==> config.mk <==
export PLATFORM = sky130hd
export DESIGN_NAME = note_priority_sequencer
export DESIGN_NICKNAME = d
export VERILOG_FILES = /design/src/rtl/note_priority_sequencer_pkg.sv /design/src/rtl/note_priority_sequencer_scan_to_note.sv /design/src/rtl/note_priority_sequencer.sv
export SDC_FILE = /design/constraint.sdc
export NUM_CORES = 1
export LEC_CHECK = 0
export CORE_MARGIN = 10
export CORE_UTILIZATION = 66
export DETAILED_ROUTE_END_ITERATION = 7
export GPL_ROUTABILITY_DRIVEN = 0
export GPL_TIMING_DRIVEN = 0
export PLACE_DENSITY = 0.86
export SYNTH_ARGS = -nofsm -noshare
export SYNTH_HDL_FRONTEND = slang
export SYNTH_SLANG_ARGS = --single-unit
==> constraint.sdc <==
create_clock -name CLOCK_50 -period 4.9 [get_ports CLOCK_50]
set_input_delay 0.98 -clock CLOCK_50 [delete_from_list [all_inputs] [get_ports CLOCK_50]]
set_output_delay 0.98 -clock CLOCK_50 [all_outputs]
set_load 0.005 [all_outputs]
==> src/rtl/note_priority_sequencer_pkg.sv <==
// note_priority_sequencer_pkg: scan-code constants and parser state encoding
package note_priority_sequencer_pkg;
    localparam logic [7:0] SC_F0  = 8'hF0;
    localparam logic [7:0] SC_E0  = 8'hE0;
    localparam logic [7:0] SC_ESC = 8'h76;
    localparam logic [7:0] SC_AA  = 8'hAA;
    localparam logic [7:0] SC_FA  = 8'hFA;
    localparam logic [7:0] SC_FE  = 8'hFE;
    typedef enum logic [1:0] {S_IDLE, S_BREAK, S_EXT, S_EXT_BRK} state_t;
endpackage

==> src/rtl/note_priority_sequencer_scan_to_note.sv <==
// scan_to_note: maps a PS/2 set-2 make code to a piano note id, 0 when unmapped
module scan_to_note #(
    parameter int NOTE_W = 5
) (
    input  logic [7:0]        code,
    output logic [NOTE_W-1:0] note
);
    logic [4:0] id;
    always_comb begin
        case (code)
            8'h15: id = 5'd1;
            8'h1E: id = 5'd2;
            8'h1D: id = 5'd3;
            8'h26: id = 5'd4;
            8'h24: id = 5'd5;
            8'h25: id = 5'd6;
            8'h2D: id = 5'd7;
            8'h2E: id = 5'd8;
            8'h2C: id = 5'd9;
            8'h36: id = 5'd10;
            8'h35: id = 5'd11;
            8'h3D: id = 5'd12;
            8'h3C: id = 5'd13;
            8'h3E: id = 5'd14;
            8'h43: id = 5'd15;
            8'h1C: id = 5'd16;
            8'h1B: id = 5'd17;
            8'h23: id = 5'd18;
            8'h2B: id = 5'd19;
            8'h34: id = 5'd20;
            8'h33: id = 5'd21;
            8'h44: id = 5'd22;
            default: id = 5'd0;
        endcase
        note = NOTE_W'(id);
    end
endmodule

==> src/rtl/note_priority_sequencer.sv <==
// note_priority_sequencer: scan-code parser driving a most-recent-first held-note stack
module note_priority_sequencer
    import note_priority_sequencer_pkg::*;
#(
    parameter int STACK_DEPTH    = 8,
    parameter int TIMEOUT_CYCLES = 2500000,
    parameter int NOTE_W         = 5
) (
    input  logic              CLOCK_50,
    input  logic              resetn,
    input  logic              code_valid,
    input  logic [7:0]        code,
    output logic [NOTE_W-1:0] note_out,
    output logic              note_change,
    output logic [4:0]        stack_count,
    output logic              seq_error
);
    localparam int TW = $clog2(TIMEOUT_CYCLES + 1);
    state_t                  state_q;
    logic [TW-1:0]           tmo_q;
    logic [NOTE_W-1:0]       stack_q [STACK_DEPTH];
    logic [NOTE_W-1:0]       stack_d [STACK_DEPTH];
    logic [4:0]              count_q, count_d;
    logic [NOTE_W-1:0]       note_out_q;
    logic                    note_change_q, seq_error_q;
    logic [NOTE_W-1:0]       note;
    logic [STACK_DEPTH-1:0]  hit;
    logic                    press, rel, clr, found, below;

    scan_to_note #(.NOTE_W(NOTE_W)) u_map (.code(code), .note(note));

    // index 0 is the most recent key; slots at or beyond count_q hold 0
    always_comb begin
        stack_d = stack_q;
        count_d = count_q;
        below   = 1'b0;
        press   = code_valid && state_q == S_IDLE && note != '0;
        rel     = code_valid && state_q == S_BREAK && note != '0;
        clr     = code_valid && state_q == S_IDLE && code == SC_ESC;
        for (int i = 0; i < STACK_DEPTH; i++) hit[i] = note != '0 && stack_q[i] == note;
        found = |hit;
        if (clr) begin
            for (int i = 0; i < STACK_DEPTH; i++) stack_d[i] = '0;
            count_d = '0;
        end else if (press && !found) begin
            stack_d[0] = note;
            for (int i = 1; i < STACK_DEPTH; i++) stack_d[i] = stack_q[i-1];
            count_d = count_q == 5'(STACK_DEPTH) ? count_q : count_q + 5'd1;
        end else if (rel && found) begin
            for (int i = 0; i < STACK_DEPTH - 1; i++) begin
                below = below | hit[i];
                stack_d[i] = below ? stack_q[i+1] : stack_q[i];
            end
            stack_d[STACK_DEPTH-1] = '0;
            count_d = count_q - 5'd1;
        end
    end

    always_ff @(posedge CLOCK_50 or negedge resetn) begin
        if (!resetn) begin
            state_q       <= S_IDLE;
            tmo_q         <= '0;
            stack_q       <= '{default: '0};
            count_q       <= '0;
            note_out_q    <= '0;
            note_change_q <= 1'b0;
            seq_error_q   <= 1'b0;
        end else begin
            stack_q       <= stack_d;
            count_q       <= count_d;
            note_out_q    <= stack_d[0];
            note_change_q <= stack_d[0] != note_out_q;
            seq_error_q   <= 1'b0;
            if (code_valid) begin
                tmo_q   <= '0;
                state_q <= state_q == S_IDLE ? (code == SC_F0 ? S_BREAK : code == SC_E0 ? S_EXT : S_IDLE)
                         : (state_q == S_EXT && code == SC_F0) ? S_EXT_BRK : S_IDLE;
            end else if (state_q != S_IDLE) begin
                if (tmo_q == TW'(TIMEOUT_CYCLES - 1)) begin
                    state_q     <= S_IDLE;
                    tmo_q       <= '0;
                    seq_error_q <= 1'b1;
                end else begin
                    tmo_q <= tmo_q + 1'b1;
                end
            end
        end
    end

    assign note_out    = note_out_q;
    assign note_change = note_change_q;
    assign stack_count = count_q;
    assign seq_error   = seq_error_q;
endmodule

# Word level (Yosys, flattened, before mapping)
# Cells that the tools add are included.
# word_totals
ff_bits	71
input_bits	11
output_inout_bits	12
word_cells	127
# op_classes
n_addsub	3
eq_ne	39
muxes	28
bitwise_logic	6
n_reduce_logical	38
# ops
cell	count
== test 8 x 6 -> 1 bit (second input constant)	15
2-to-1 mux 40 bit	3
one-hot mux 5 bit (22 select lines)	1
2-to-1 mux 22 bit	3
2-to-1 mux 5 bit	11
== test 5 bit	8
== test 8 x 5 -> 1 bit (second input constant)	5
== test 8 x 7 -> 1 bit (second input constant)	3
adder 22 x 1 -> 22 bit (second input constant)	1
== test 22 bit (second input constant)	1
nonzero test 3 bit	7
== test 8 bit (second input constant)	2
logical AND 1 bit	16
AND reduction 2 bit	8
2-to-1 mux 2 bit	7
OR reduction 8 bit	1
bitwise OR 1 bit	6
nonzero test 2 bit	3
adder 5 x 1 -> 5 bit (second input constant)	1
== test 5 x 4 -> 1 bit (second input constant)	1
inequality test 5 bit	1
nonzero test 5 bit	1
subtractor 5 x 1 -> 5 bit (second input constant)	1
2-to-1 mux 1 bit	3
other kinds (5)	5

# Longest topological paths before layout
# logic_depth
ltp_word	15
ltp_mapped	18
ltp_nobuf	15

# By module
# Synthesis repeated with hierarchy kept, for this count alone.
# unflattened
hier_cells	532
area_unflattened_um2	4847.1
# modules_own_cells
module	n_inst	cells_per_inst	area_per_inst_um2	seq_area_each_um2
note_priority_sequencer	1	470	4453.0	1776.7
scan_to_note	1	62	394.1	0.0

# Worst setup path before layout
# Ideal clock, no wire load.
# synth_path
path_kind	input port to flip-flop
from	in code[6]
to	reg count_q[4] (netlist: stack_count[4])
setup_time_ps	136
arrival_time_ps	4441
required_ps	4764
slack_ps	323
cell_stages	16
path_buffers	1
path_cell_list	buf_2 > nor4b_2 > a22oi_1 > o22ai_1 > nor2_1 > xor2_1 > and4_4 > nor4b_4 > and3_4 > inv_2 > fa_1 > a21o_1 > a21oi_1 > nor2b_1 > a221oi_1 > a211oi_1
# synth_between
elab_chain_len	9
elab_cells_between_ends	53
classes_between	32 x eq/ne; 3 x mux; 18 x reduce/logical
# synth_lines
element	line_no	text
start: declaration	note_priority_sequencer.sv:12	input logic [7:0] code,
== test 8 x 7 -> 1 bit (tied with other cells)	note_priority_sequencer_scan_to_note.sv:10	case (code)
one-hot mux 5 bit (22 select lines)	note_priority_sequencer_scan_to_note.sv:10	
== test 5 bit or nonzero test 5 bit (tied branches)	note_priority_sequencer.sv:40, note_priority_sequencer.sv:37, note_priority_sequencer.sv:38	
logical AND 1 bit	note_priority_sequencer.sv:40	for (int i = 0; i < STACK_DEPTH; i++) hit[i] = note != '0 && stack_q[i] == note;
OR reduction 8 bit	note_priority_sequencer.sv:41	found = |hit;
logical NOT 1 bit	note_priority_sequencer.sv:45	end else if (press && !found) begin
logical AND 1 bit	note_priority_sequencer.sv:45	
inequality test 3 bit (no line) (tied with other cells)	-	
AND reduction 2 bit (no line) or 2-to-1 mux 5 bit (tied branches)	-	
end signal: assignment	note_priority_sequencer.sv:70	count_q <= count_d;
end: declaration	note_priority_sequencer.sv:23	logic [4:0] count_q, count_d;
# Parallel ways exist; a longest one is shown, timed or not.
# A chain may end at the register's enable or synchronous reset.

# Final worst setup path
# Ends and elaborated chain as after synthesis.

==> impl_metrics.env <==
export IMPL_outcome="finished, final reports clean"
export IMPL_yosys_top_cells_area="dfrtp_1 (35%), nor2_1 (5.7%), nand2_1 (5.5%)"
export IMPL_cts_buffers=9
export IMPL_critPathLaunchType="input pin"
export IMPL_grt_pass1_vias=4782
export IMPL_netlist_top_cells_count="nor2_1 (77), nand2_1 (75), dfrtp_1 (71)"
export IMPL_hold_depth=1
export IMPL_rsz0062_at_grt="false"
export IMPL_syn_area_um2=5089
export IMPL_avgSynthCellArea_um2=8.453
export IMPL_hold_path_end="stack_count[4]"
export IMPL_min_period_over_period_pct=97.20
export IMPL_synth_edff_count=0
export IMPL_clock_latency_ps=360
export IMPL_stdcell_count=747
export IMPL_cap_violations=0
export IMPL_hpwl_um=9845
export IMPL_area_growth_syn_to_layout_pct=15.32
export IMPL_ys_ff_latch=71
export IMPL_leakage_nw=2.305
export IMPL_synth_cell_types=80
export IMPL_worst_slew_pin_slew_ps=927.2
export IMPL_fmax_ghz=0.2100
export IMPL_fin_area_um2=5868
export IMPL_drc=0
export IMPL_crit_chain="clkdlybuf4s50_1 -> clkbuf_4 -> nor4b_4 -> nand3_1 -> and3_1 -> buf_2 -> buf_6 -> or3b_1 -> o211ai_1 -> nand4_1 -> o311a_4 -> and3_4 -> inv_4 -> ha_1 -> a21o_1 -> a21oi_4 -> nor2b_1 -> a221oi_2 -> a211oi_1"
export IMPL_clk_path_buf_depth=2
export IMPL_io_pins=23
export IMPL_wl_um=14590
export IMPL_syn_num_nets=619
export IMPL_synth_main_ff_cell="dfrtp_1"
export IMPL_slowest_stage="clkdlybuf4s50_1"
export IMPL_fin_skew_ps=17.23
export IMPL_die_h_um=107.8
export IMPL_worst_endpoint_arrival_ps=4980
export IMPL_cts_root_buf="clkbuf_8"
export IMPL_period_minus_slack_ps=4763
export IMPL_dr_pass1_iters=5
export IMPL_start_util_pct=69.05
export IMPL_critPathLaunch="code[6]"
export IMPL_whs_ps=551.2
export IMPL_cpLargestDelayFamily="simple AND/OR/NAND/NOR gates"
export IMPL_synth_most_common_cell="nor2_1"
export IMPL_wl_per_cell_um=19.53
export IMPL_placed_cell_area_um2=5410
export IMPL_endpoint_kind="flop"
export IMPL_tns_ps=0
export IMPL_cts_sinks=71
export IMPL_worstSetupPathType="input pin to flop"
export IMPL_antenna_found_initial=0
export IMPL_dieArea_um2=11620
export IMPL_grt_use_total_pct=24.33
export IMPL_cts_tree="done"
export IMPL_worst_ir_drop_vdd_v=0.0003482
export IMPL_synth_warnings=0
export IMPL_synth_cells=602
export IMPL_rr_worst_depth=8
export IMPL_dieWidth_um=107.8
export IMPL_p_total_mw=2.399
export IMPL_grt_overflow_total=0
export IMPL_cts_hold_buffers=0
export IMPL_grt_pass1_wl_um=23240
export IMPL_rows=31
export IMPL_relSlewSlack_pct=38.19
export IMPL_nets=660
export IMPL_coreArea_um2=7370
export IMPL_worst_path_buf_inv=5
export IMPL_path_depth=19
export IMPL_grt_max_degree=72
export IMPL_crit_fanout=10
export IMPL_worst_slack_ps=137.2
export IMPL_layout_drive_gt1_share_pct=15.90
export IMPL_io_buffers=20
export IMPL_routed_via_density=6.819
export IMPL_synth_top_area_cell="dfrtp_1"
export IMPL_dp_cells=721
export IMPL_power_density_nw_per_um2=408.9
export IMPL_synth_seq_area_share_pct=34.92
export IMPL_slew_viol_final=0
export IMPL_pre_cts_ws_ps=-899.3
export IMPL_crit_required_ps=5110
export IMPL_crit_path_max_incr_delay_ps=450
export IMPL_hold_viol=0
export IMPL_htreeDepth=3
export IMPL_routed_via_count=5094
export IMPL_synth_top_area_share_pct=34.92
export IMPL_min_path_type="flop to flop"
export IMPL_regToRegSetupSlack_ps=1580
export IMPL_async_flop_share_pct=100.0
export IMPL_timing_rr_end="stack_count[2]"
export IMPL_min_from="stack_count[4]"
export IMPL_drt_initial_drc_count=579
export IMPL_ant_nets=0
export IMPL_antenna_cells=0
export IMPL_r2r_start="state_q[1]"
export IMPL_fin_util_pct=79.63
export IMPL_setup_violations_final=0
export IMPL_clk_pin_slew_ps=70
-- registers in the layout (all words and copies together) (netlist names) --
register / flops
state_q: 2
stack_count: 5
stack_q: 35
seq_error: 1
tmo_q: 22
note_change: 1
note_out: 5
-- placed cells by master (no fill, tap or decap), types with 7 or more instances in the layout --
cell type        netlist  layout
a21oi_1               27      25
buf_4                 10      21
xor2_1                24      23
a22o_1                10      10
nand4_1               14      14
nand3_1               19      19
nor4_1                 8       7
nand2_1               75      75
o21ai_0               25      25
xnor2_1               17      17
buf_2                 12      10
clkbuf_8               0       9
nor2_1                77      75
clkbuf_1              11      12
a31oi_1               22      21
a22oi_1               11       9
nor2b_1                9       9
clkdlybuf4s50_1        0      17
nand2b_1              11      11
and3_1                 7       7
inv_1                 10      10
dfrtp_1               71      71
-- layer usage --
| metal | vias up | global-route usage (%) | share of wire, % |
|---|---|---|---|
| li1 | 2263 | - | - |
| met1 | 2451 | 30.69 | 41 |
| met2 | 314 | 38.81 | 47 |
| met3 | 66 | 5.449 | 8.6 |
| met4 | 0 | 10.97 | 3.4 |
| met5 | - | 0 | 0 |
-- timing repair --
action                                  4_1_cts  5_1_grt
cloned                                        0        0
pin swaps                                     4        7
endpoints found under the setup margin        3        2
resized for setup                            13       17
setup buffers                                 3        7
-- cell type report --
| cell class | count | area [um2] |
|---|---|---|
| Multi-Input combinational cell | 485 | 3229 |
| Sequential cell | 71 | 1777 |
| Fill cell | 488 | 1501 |
| Timing Repair Buffer | 30 | 270.3 |
| Buffer | 35 | 203.9 |
| Clock buffer | 10 | 127.6 |
| Tap cell | 99 | 123.9 |
| Clock inverter | 6 | 92.59 |
| Inverter | 11 | 43.79 |
-- worst max path at each step --
stage                     endpoint  slack (ps)
floorplan           stack_count[4]         320
global placement    stack_count[4]        -760
detailed placement  stack_count[4]        -900
CTS                 stack_count[4]          20
global route        stack_count[4]          20
finish              stack_count[4]         140
-- logic make-up (layout without fill, tap and decap cells) --
kind of cell | Yosys count | in the layout | synth area share [%]
simple gates | 276 | 276 | 28.50
fa+ha+maj | 6 | 6 | 1.623
xor+xnor | 41 | 41 | 7.057
compound gates | 151 | 151 | 20.78
buf+inv | 46 | 92 | 4.721
flops | 71 | 71 | 34.92
mux | 11 | 11 | 2.409
-- report_power, final --
group	total [mW]	internal (mW)	switching, mW
Sequential	0.971	0.734	0.238
Combinational	0.901	0.452	0.449
Clock	0.527	0.289	0.238
(Power assumes the default switching activity.)
